## config.mk

```make
export PLATFORM = sky130hd
export DESIGN_NAME = reg_copy_sequencer
export DESIGN_NICKNAME = d
export VERILOG_FILES = /design/src/rtl/reg_copy_sequencer.sv
export SDC_FILE = /design/constraint.sdc
export NUM_CORES = 1
export LEC_CHECK = 0
export CAP_MARGIN = 5
export CORE_ASPECT_RATIO = 0.6
export CORE_UTILIZATION = 47
export CTS_BUF_LIST = sky130_fd_sc_hd__clkbuf_4
export DETAILED_ROUTE_END_ITERATION = 6
export PLACE_DENSITY = 0.88
export SLEW_MARGIN = 20
export SYNTH_ARGS = -nofsm -noshare
export SYNTH_HDL_FRONTEND = slang
export SYNTH_SLANG_ARGS = --single-unit
export TNS_END_PERCENT = 30
```

## constraint.sdc

```tcl
create_clock -name clk -period 3.25 [get_ports clk]
set_input_delay 0.65 -clock clk [delete_from_list [all_inputs] [get_ports clk]]
set_output_delay 0.65 -clock clk [all_outputs]
set_load 0.02 [all_outputs]
```

## src/rtl/reg_copy_sequencer.sv

```systemverilog
`default_nettype none
// ============================================================================
// Module   : reg_copy_sequencer
// Purpose  : Bus-master sequencer copying one byte between bank registers and
//            the external port per COPY instruction (IDLE -> READ -> WRITE).
// Revision : 1.0 - initial release
// ============================================================================
module reg_copy_sequencer #(
    parameter int NREG = 6,
    parameter int W    = 8
) (
    input  logic            clk,
    input  logic            rst,
    input  logic            instr_valid,
    input  logic [7:0]      instr_byte,
    output logic            instr_ready,
    output logic [NREG-1:0] load1_en,
    input  logic [W-1:0]    bus_in,
    input  logic [W-1:0]    ext_in_byte,
    output logic [NREG-1:0] save_en,
    output logic [W-1:0]    save_byte,
    output logic [W-1:0]    ext_out_byte,
    output logic            ext_out_valid,
    output logic            done,
    output logic            illegal,
    output logic [7:0]      copy_count
);

    localparam logic [2:0] C_EXT_CODE = 3'd6;
    localparam logic [1:0] C_OP_COPY  = 2'b10;

    typedef enum logic [1:0] {
        S_IDLE  = 2'd0,
        S_READ  = 2'd1,
        S_WRITE = 2'd2
    } state_t;

    state_t         state_q, state_d;
    logic [2:0]     src_q, src_d;
    logic [2:0]     dst_q, dst_d;
    logic [W-1:0]   hold_q, hold_d;
    logic [W-1:0]   ext_out_q, ext_out_d;
    logic           ext_valid_q, ext_valid_d;
    logic           illegal_q, illegal_d;
    logic [7:0]     count_q, count_d;

    logic [2:0]     w_src;
    logic [2:0]     w_dst;
    logic           w_legal;

    assign w_src   = instr_byte[5:3];
    assign w_dst   = instr_byte[2:0];
    assign w_legal = (instr_byte[7:6] == C_OP_COPY)
                  && ((int'(w_src) < NREG) || (w_src == C_EXT_CODE))
                  && ((int'(w_dst) < NREG) || (w_dst == C_EXT_CODE));

    always_ff @(posedge clk or posedge rst) begin
        if (rst) begin
            state_q     <= S_IDLE;
            src_q       <= '0;
            dst_q       <= '0;
            hold_q      <= '0;
            ext_out_q   <= '0;
            ext_valid_q <= 1'b0;
            illegal_q   <= 1'b0;
            count_q     <= '0;
        end else begin
            state_q     <= state_d;
            src_q       <= src_d;
            dst_q       <= dst_d;
            hold_q      <= hold_d;
            ext_out_q   <= ext_out_d;
            ext_valid_q <= ext_valid_d;
            illegal_q   <= illegal_d;
            count_q     <= count_d;
        end
    end

    always_comb begin
        state_d     = state_q;
        src_d       = src_q;
        dst_d       = dst_q;
        hold_d      = hold_q;
        ext_out_d   = ext_out_q;
        ext_valid_d = 1'b0;
        illegal_d   = 1'b0;
        count_d     = count_q;
        case (state_q)
            S_IDLE: begin
                if (instr_valid) begin
                    if (w_legal) begin
                        src_d   = w_src;
                        dst_d   = w_dst;
                        state_d = S_READ;
                    end else begin
                        illegal_d = 1'b1;
                    end
                end
            end
            S_READ: begin
                hold_d  = (src_q == C_EXT_CODE) ? ext_in_byte : bus_in;
                state_d = S_WRITE;
            end
            S_WRITE: begin
                if (dst_q == C_EXT_CODE) begin
                    ext_out_d   = hold_q;
                    ext_valid_d = 1'b1;
                end
                count_d = count_q + 8'd1;
                state_d = S_IDLE;
            end
            default: state_d = S_IDLE;
        endcase
    end

    // Enables decode from registered state only, so reset drops them at once.
    always_comb begin
        load1_en = '0;
        save_en  = '0;
        for (int i = 0; i < NREG; i++) begin
            if ((state_q == S_READ) && (src_q == 3'(i)))
                load1_en[i] = 1'b1;
            if ((state_q == S_WRITE) && (dst_q == 3'(i)))
                save_en[i] = 1'b1;
        end
    end

    assign instr_ready   = (state_q == S_IDLE);
    assign done          = (state_q == S_WRITE);
    assign save_byte     = hold_q;
    assign ext_out_byte  = ext_out_q;
    assign ext_out_valid = ext_valid_q;
    assign illegal       = illegal_q;
    assign copy_count    = count_q;

endmodule
`default_nettype wire

```

# Word level (Yosys, flattened, before mapping)
# Index checks and enable logic that the tools add are counted.
# W data, S select, Z words.
[word_totals] ff_bits=34 input_bits=27 out_inout_bits=40
[classes] n_addsub=1 magnitude_cmp=2 eq_ne=19 mux=21 n_reduce_logical=22
[op_table] cell="$eq A3 B3 Y1 const B" count=8
[op_table] cell="$mux W1" count=17
[op_table] cell="$logic_and A1 B1 Y1" count=14
[op_table] cell="$eq A3 B2 Y1 const B" count=4
[op_table] cell="$add A8 B1 Y8 const B" count=1
[op_table] cell="$mux W8" count=1
[op_table] cell="$eq A3 B1 Y1 const B" count=2
[op_table] cell="$logic_not A3 Y1" count=2
[op_table] cell="$lt A3 B3 Y1 const B" count=2
[op_table] cell="$eq A2 B2 Y1 const B" count=2
[op_table] cell="$mux W2" count=2
[op_table] cell="$pmux W2 S2" count=1
[op_table] cell="$reduce_and A2 Y1" count=2
[op_table] cell="$reduce_and A3 Y1" count=1
[op_table] cell="$eq A2 B1 Y1 const B" count=1
[op_table] cell="$logic_not A2 Y1" count=1
[op_table] cell="$logic_or A1 B1 Y1" count=2
[op_table] cell="$ne A2 B1 Y1 const B" count=1
[op_table] cell="$ne A2 B2 Y1 const B" count=1

# Logic depth before layout (Yosys ltp)
# Gate-level depths: netlist of the first run.
[logic_depth] word_depth=7 mapped_depth=5 depth_no_buf=4

# Worst setup path after synthesis of the first run
# No wires, ideal clock.
[synth_path] path_type="reg2out" startpoint="reg state_q[0]" endpoint="out save_en[0]" t_arrival_ns=1.599 required_time_ns=2.600 path_slack_ns=1.001 path_stages_with_launch=5 path_buffers=1 cell_sequence="dfrtp_1 and2b_2 buf_2 nor2b_1 nor3b_1"
[synth_between] elab_chain_cells=3
[synth_lines] element="start, declared" line="38" rtl="state_t state_q, state_d;"
[synth_lines] element="start signal, assigned" line="68" rtl="state_q <= state_d;"
[synth_lines] element="$eq A2 B2 Y1"
[synth_lines] element="net done" line="24" rtl="output logic done,"
[synth_lines] element="$logic_and A1 B1 Y1" line="123" rtl="if ((state_q == S_WRITE) && (dst_q == 3'(i)))"
[synth_lines] element="$mux W1" line="123"
[synth_lines] element="end, declared" line="20" rtl="output logic [NREG-1:0] save_en,"
# The timed path passes the listed nets, and every way through them passes these cells.

# Worst setup path after layout of the first run
[layout_path] startpoint="reg state_q[0]" endpoint="out save_en[0]"
[layout_between] elab_chain_cells=3
[layout_lines] element="$eq A2 B2 Y1" line="123"
[layout_lines] element="$logic_and A1 B1 Y1" line="123"
[layout_lines] element="$mux W1" line="123"
# No other way between the ends.

==> metrics.md, run 1 <==
| Metric | Value |
|---|---|
| Outcome | finished, final reports clean |
| Synth Net Count | 155 |
| CP bufs+invs | 1 |
| DRC Markers | 0 |
| Non-Filler Instances | between 200 and 250 |
| Reg power frac | 0.472 |
| Number of port buffers | between 60 and 70 |
| # rows | 15 |
| HP Start | copy_count[7] |
| CP cell instances | and2b_2 > nor2b_1 > nor3b_1 > clkdlybuf4s50_1 |
| Drt wl/cell | around 15 um |
| Die height | 46.4 um |
| Worst EP required | 2.60 ns |
| Post-Route WL | roughly 3700 um |
| LEAKAGE | between 0.001 and 0.0015 uW |
| Critical Path Start | state_q[0] |
| Global-route wire length before repair | 5680 um |
| Setup TNS | 0 ns |
| Synth Flop Type | dfrtp_1 |
| Clock skew | between 0.008 and 0.009 ns |
| Register area share after synthesis | 0.551 |
| Worst Hold Class | reg2reg |
| Area after DPL | 0.00224 mm^2 |
| Power share of the clock group | 0.166 |
| Clock Sinks | 34 |
| PD cells | ~590 mW/mm^2 |
| R2R Path Start | state_q[0] |
| Filler cells | 206 |
| Simple-gate share of the synthesized area | 0.165 |
| Final Critical Period | 2.85 ns |
| Power Total | 1360 uW |
| Synth Area in Compound Gates | 0.0470 |
| Layout cells sized above 1 | 0.148 |
| Internal Pwr Total | a little under 900 uW |
| Initial Util | 0.514 |
| Width of the die | between 70 and 80 um |
| CP Capture Type | output pin |
| Final ANT Viol Nets | 0 |
| Die Area | roughly 0.0035 mm^2 |
| First-pass DRT Iterations | 2 |
| # Post-CTS Setup Buffers | 0 |
| Max transition margin | 0.632 |
| Post-Synth Adder-Cell Area | 0.00810 |
| Vias in the first global route | about 1200 |
| CP arrival | around 2.2 ns |
| Max-cap violations | 0 |
| Post-Synthesis Mean Instance Area | ~12 um^2 |
| XOR/XNOR share of the synthesized area | 0.0397 |
| Slew Limit Fails | 0 |
| IO Count | 67 |
| Clock buffer depth | 2 |
| Post-Syn Area | approximately 0.0015 mm^2 |
| Post-synthesis mux area share | 0.161 |
| Startpoint Class | flop |
| Highest Clock Rate | around 350 MHz |
| RSZ-0062 raised after global routing | false |
| Final Cycle Share | 0.876 |
| Synth top area share | 0.551 |
| Top delay family on crit path | simple AND/OR/NAND/NOR gates |
| Number of cells upsized or downsized after cts | 0 |
| CTS buffer count | 5 |
| Post-synthesis cell count | between 100 and 150 |
| Largest stage delay, worst path | 0.63 ns |
| Sw Pwr | around 480 uW |
| Crit-path max FO | 11 |
| Worst path slowest cell | clkdlybuf4s50_1 |
| Setup-failing EPs final | 0 |
| Initial antenna violation count | 0 |
| CORE AREA | approximately 0.003 mm^2 |
| Switch share | 0.353 |
| Most frequent cell after synthesis | dfrtp_1 |
| Combinational power share | 0.362 |
| RD Place Congestion | 0.682 |
| Slew @ Worst Pin | between 0.5 and 0.6 ns |
| Area growth syn-to-layout | 48.5% |
| CTS H-tree lvls | 2 |
| Clk_lat worst skew | around 0.34 ns |
| VDD IR-drop max | around 0.00033 V |
| Final Cell Area | about 0.0023 mm^2 |
| Ys async rst share | 1.00 |
| List of most frequent post-synthesis cells | dfrtp_1 (34), mux2_2 (15), nand2_1 (15), mux2i_1 (8), o21ai_0 (8) |
| Crit path kind | reg2out |
| Cts hold-fix bufs | 0 |
| Final hold violation count | 0 |
| Diodes inserted | 0 |
| Post-DP HPWL | roughly 2700 um |
| EDFF count, synth | 0 |
| Netlist cell types | 30 |
| GRT overflow | 0 |
| Iter 0 DRT Violations | 34 |
| Placed Cells | 230 |
| Synth area leader | dfrtp_1 |
| Yosys warnings | 0 |
| Seq cells post-synth | 34 |
| Via-to-Cell Ratio | between 5 and 6 |
| Root Driver | clkbuf_4 |
| Clock transition at path regs | about 0.090 ns |
| # nets final | 223 |
| Global Route Usage Sum | 0.225 |
| Dominant cells by area after synthesis | dfrtp_1 (55%), mux2_2 (11%), mux2i_1 (5.2%) |
| CTS tree | done |
| Largest family of logic cells by synthesized area | simple AND/OR/NAND/NOR gates |
| Largest net degree at the start of global routing | 35 |
| Vias | approximately 1200 |
## power by group through the flow
stage / Sequential (uW) / Combinational, uW / Clock, uW
finish: 642 / 493 / 226
global route: 659 / 527 / 258
CTS: 640 / 500 / 234
detailed placement: 649 / 497 / 0
global placement: 633 / 480 / 0
floorplan: 711 / 171 / 0
## state kept, by name, indices dropped and copies added, names as in the netlist
register / cells
dst_q: 3
illegal: 1
copy_count: 8
ext_out_valid: 1
ext_out_byte: 8
src_q: 3
save_byte: 8
state_q: 2
## cells in the final DEF (no fill, tap or decap)
cell / n
clkdlybuf4s50_1: 66
dfrtp_1: 34
nand2_1: 15
mux2_2: 15
mux2i_1: 8
o21ai_0: 8
xnor2_1: 6
clkbuf_4: 6
nand4_1: 4
and3_1: 3
inv_1: 3
nor4b_1: 3
nor3_1: 3
nor3b_1: 2
nor2_1: 2
buf_4: 2
nand2b_1: 1
nand3b_1: 1
nand3_1: 1
nand3b_4: 1
nor2_2: 1
a311oi_4: 1
and2b_2: 1
xor2_1: 1
nand4b_2: 1
nor2b_1: 1
and3b_1: 1
a31oi_1: 1
nor4_1: 1
ha_1: 1
clkinv_2: 1
clkinv_1: 1
## worst paths after layout
| check | to | slack, ns | depth (start not counted) |
|---|---|---|---|
| max | save_en[0] | 0.40 | 4 |
| min | copy_count[7] | 0.49 | 1 |
| max reg2reg | ext_out_byte[1] | 1.61 | 3 |
| min reg2reg | copy_count[7] | 0.49 | 1 |
| max in group asynchronous | illegal | 2.25 | 3 |
| min in group asynchronous | save_byte[0] | 0.70 | 3 |
## routing by layer
layer	global-route usage	up-vias	share of wire	wire length [um]
met5	0	-	0	0
met4	0.123	0	0.027	97
met3	0.0851	12	0.059	216
met2	0.393	42	0.50	1810
met1	0.250	580	0.42	1530
li1	-	579	-	-
## through the flow
| stage | util | setup slack, ns | hold slack, ns |
|---|---|---|---|
| final | 0.764 | 0.403 | 0.493 |
| after global routing | 0.764 | 0.263 | 0.510 |
| after CTS | 0.764 | 0.404 | 0.499 |
| after detailed placement | 0.746 | 0.787 | 0.481 |
| after global placement | 0.746 | 0.860 | 0.460 |
| after floorplan | - | 1.00 | 0.546 |
## cells by family after synthesis
kind of cell,Yosys count
multiplexers,23
flip-flops,34
AND/OR/NAND/NOR,42
XOR/XNOR,7
buffers and inverters,10
adder cells (fa/ha/maj),1
AO/OA/AOI/OAI,10
## area by class of cell
class,count,area (um^2),share of cell area
Sequential cell,34,851,0.371
Timing Repair Buffer,68,676,0.295
Multi-Input combinational cell,83,649,0.283
Tap cell,42,52.6,0.0229
Clock buffer,6,45.0,0.0196
Inverter,3,11.3,0.00491
Clock inverter,2,8.76,0.00382
## worst register-to-register path, cell delays in order, from the launching register on
cell and delay (ns):
dfrtp_1 0.41, and2b_2 0.35, nand4b_2 0.37, mux2_2 0.40
Power figures use the tool's default switching activity.
==> run 2: changes to the inputs <==
==> constraint.sdc (replaced) <==
create_clock -name clk -period 3.25 [get_ports clk]
set_input_delay 0.8125 -clock clk [delete_from_list [all_inputs] [get_ports clk]]
set_output_delay 0.8125 -clock clk [all_outputs]
set_load 0.02 [all_outputs]
==> run 2 against run 1 <==
- utilization is the same
- clock power shrank 3%
- clock skew is essentially flat
- largest power group unchanged
- worst setup slack lost 0.12 ns
- register-to-register slack gained 0.02 ns
==> metrics.md, run 2 (synthesis results as in run 1) <==
| Metric | Value |
|---|---|
| RD Place Congestion | just under 0.7 |
| Clk_lat worst skew | about 0.32 ns |
| CTS tree | done |
| Clock Sinks | 34 |
| Vias in the first global route | 1180 |
| CP arrival | approximately 2.2 ns |
| Setup TNS | 0 ns |
| Clock buffer depth | 2 |
| Setup-failing EPs final | 0 |
| Drt wl/cell | between 10 and 15 um |
| Global-route wire length before repair | between 5000 and 6000 um |
| Layout cells sized above 1 | 0.148 |
| Worst Hold Class | reg2reg |
| Highest Clock Rate | around 340 MHz |
| Largest net degree at the start of global routing | 35 |
| Post-DP HPWL | approximately 2700 um |
| Width of the die | 76.0 um |
| GRT overflow | 0 |
| Clock transition at path regs | ~0.1 ns |
| Crit. path cell count | 4 |
| Vias | about 1200 |
| Worst path slowest cell | clkdlybuf4s50_1 |
| Number of port buffers | between 60 and 70 |
| CP bufs+invs | 1 |
| DRC Markers | 0 |
| Area growth syn-to-layout | 48.5% |
| Number of cells upsized or downsized after cts | 0 |
| Initial Util | 0.514 |
| # Post-CTS Setup Buffers | 0 |
| Die height | between 40 and 50 um |
| Max-cap violations | 0 |
| Pre-CTS WS | between 0.6 and 0.7 ns |
| # rows | 15 |
| Final Util | 0.764 |
| CORE AREA | ~0.0030 mm^2 |
| Internal reg-to-reg setup slack | about 1.6 ns |
| CTS buffer count | 5 |
| Final hold violation count | 0 |
| Commonest non-fill, non-tap cell in the layout | clkdlybuf4s50_1 |
| IO Count | between 60 and 70 |
| Path depth of the worst reg2reg path | 4 |
| Diodes inserted | 0 |
| Final Cycle Share | 0.913 |
| Reg2reg end | src_q[1] |
| # nets final | approximately 220 |
| PD cells | about 590 mW/mm^2 |
| VDD IR-drop max | 0.000306 V |
| Top delay family on crit path | simple AND/OR/NAND/NOR gates |
| Post-Route WL | between 3000 and 4000 um |
| CP Capture Type | output pin |
| Critical Path Start | state_q[0] |
| CTS H-tree lvls | 2 |
| Root Driver | clkbuf_4 |
| Crit path to | save_en[0] |
| Crit-path max FO | 11 |
| Startpoint Class | flop |
| Slew @ Worst Pin | between 0.5 and 0.6 ns |
| Max transition margin | 0.651 |
| Final Critical Period | just under 3 ns |
| Most frequent cells in the layout | clkdlybuf4s50_1 (66), dfrtp_1 (34), nand2_1 (15), mux2_2 (15) |
| Initial antenna violation count | 0 |
| Filler cells | 207 |
| Crit path kind | reg2out |
| Slew Limit Fails | 0 |
| Clock skew | roughly 0.0091 ns |
| Outcome | finished, final reports clean |
| Largest stage delay, worst path | roughly 0.63 ns |
| Worst EP required | about 2.4 ns |
| RSZ-0062 raised after global routing | false |
| LEAKAGE | 0.00105 uW |
| R2R Path Start | state_q[0] |
| First-pass DRT Iterations | 4 |
| Power Total | ~1400 uW |
| Global Route Usage Sum | 0.208 |
| Iter 0 DRT Violations | 21 |
| Cts hold-fix bufs | 0 |
| Die Area | 0.00353 mm^2 |
| Worst setup margin | approximately 0.28 ns |
| Final ANT Viol Nets | 0 |
| CP cell instances | and2b_2 > nor2b_1 > nor3b_1 > clkdlybuf4s50_1 |
| Via-to-Cell Ratio | slightly above 5 |
run 2: per-stage QoR:
| stage | hold slack (ns) | std cells | area [um^2] |
|---|---|---|---|
| floorplan | 0.546 | 127 | 1540 |
| global placement | 0.460 | 230 | 2240 |
| detailed placement | 0.488 | 230 | 2240 |
| CTS | 0.506 | 238 | 2290 |
| global route | 0.527 | 238 | 2290 |
| finish | 0.493 | 238 | 2290 |
run 2: layer usage:
layer / track usage / share of wire / vias up
li1: - / - / 590
met1: 0.244 / 0.42 / 576
met2: 0.395 / 0.51 / 46
met3: 0.0594 / 0.055 / 9
met4: 0.0462 / 0.012 / 0
met5: 0 / 0 / -
run 2: worst min path at each step:
stage,startpoint,end,cells after the start
after detailed placement,copy_count[7],copy_count[7],1
final,copy_count[7],copy_count[7],1
after global placement,copy_count[7],copy_count[7],1
after global routing,copy_count[6],copy_count[6],1
after floorplan,dst_q[1],dst_q[1],1
after CTS,copy_count[7],copy_count[7],1
run 2: layout make-up:
cell class	count	area [um^2]	area share
clock buffers	6	45.0	0.0196
clock inverters	2	8.76	0.00382
inverters	3	11.3	0.00491
multi-input cells	83	649	0.283
flip-flops and latches	34	851	0.371
well taps	42	52.6	0.0229
repair buffers	68	676	0.295
run 2: worst register-to-register path, stage by stage (launching register included):
cell	delay, ns
dfrtp_1	0.41
nor2_2	0.16
nand2_1	0.13
a311oi_4	0.42
mux2_2	0.40
run 2: power breakdown:
part	internal [uW]	switching, uW	total (uW)
Sequential	525	116	641
Clock	89.6	131	220
Combinational	266	226	492
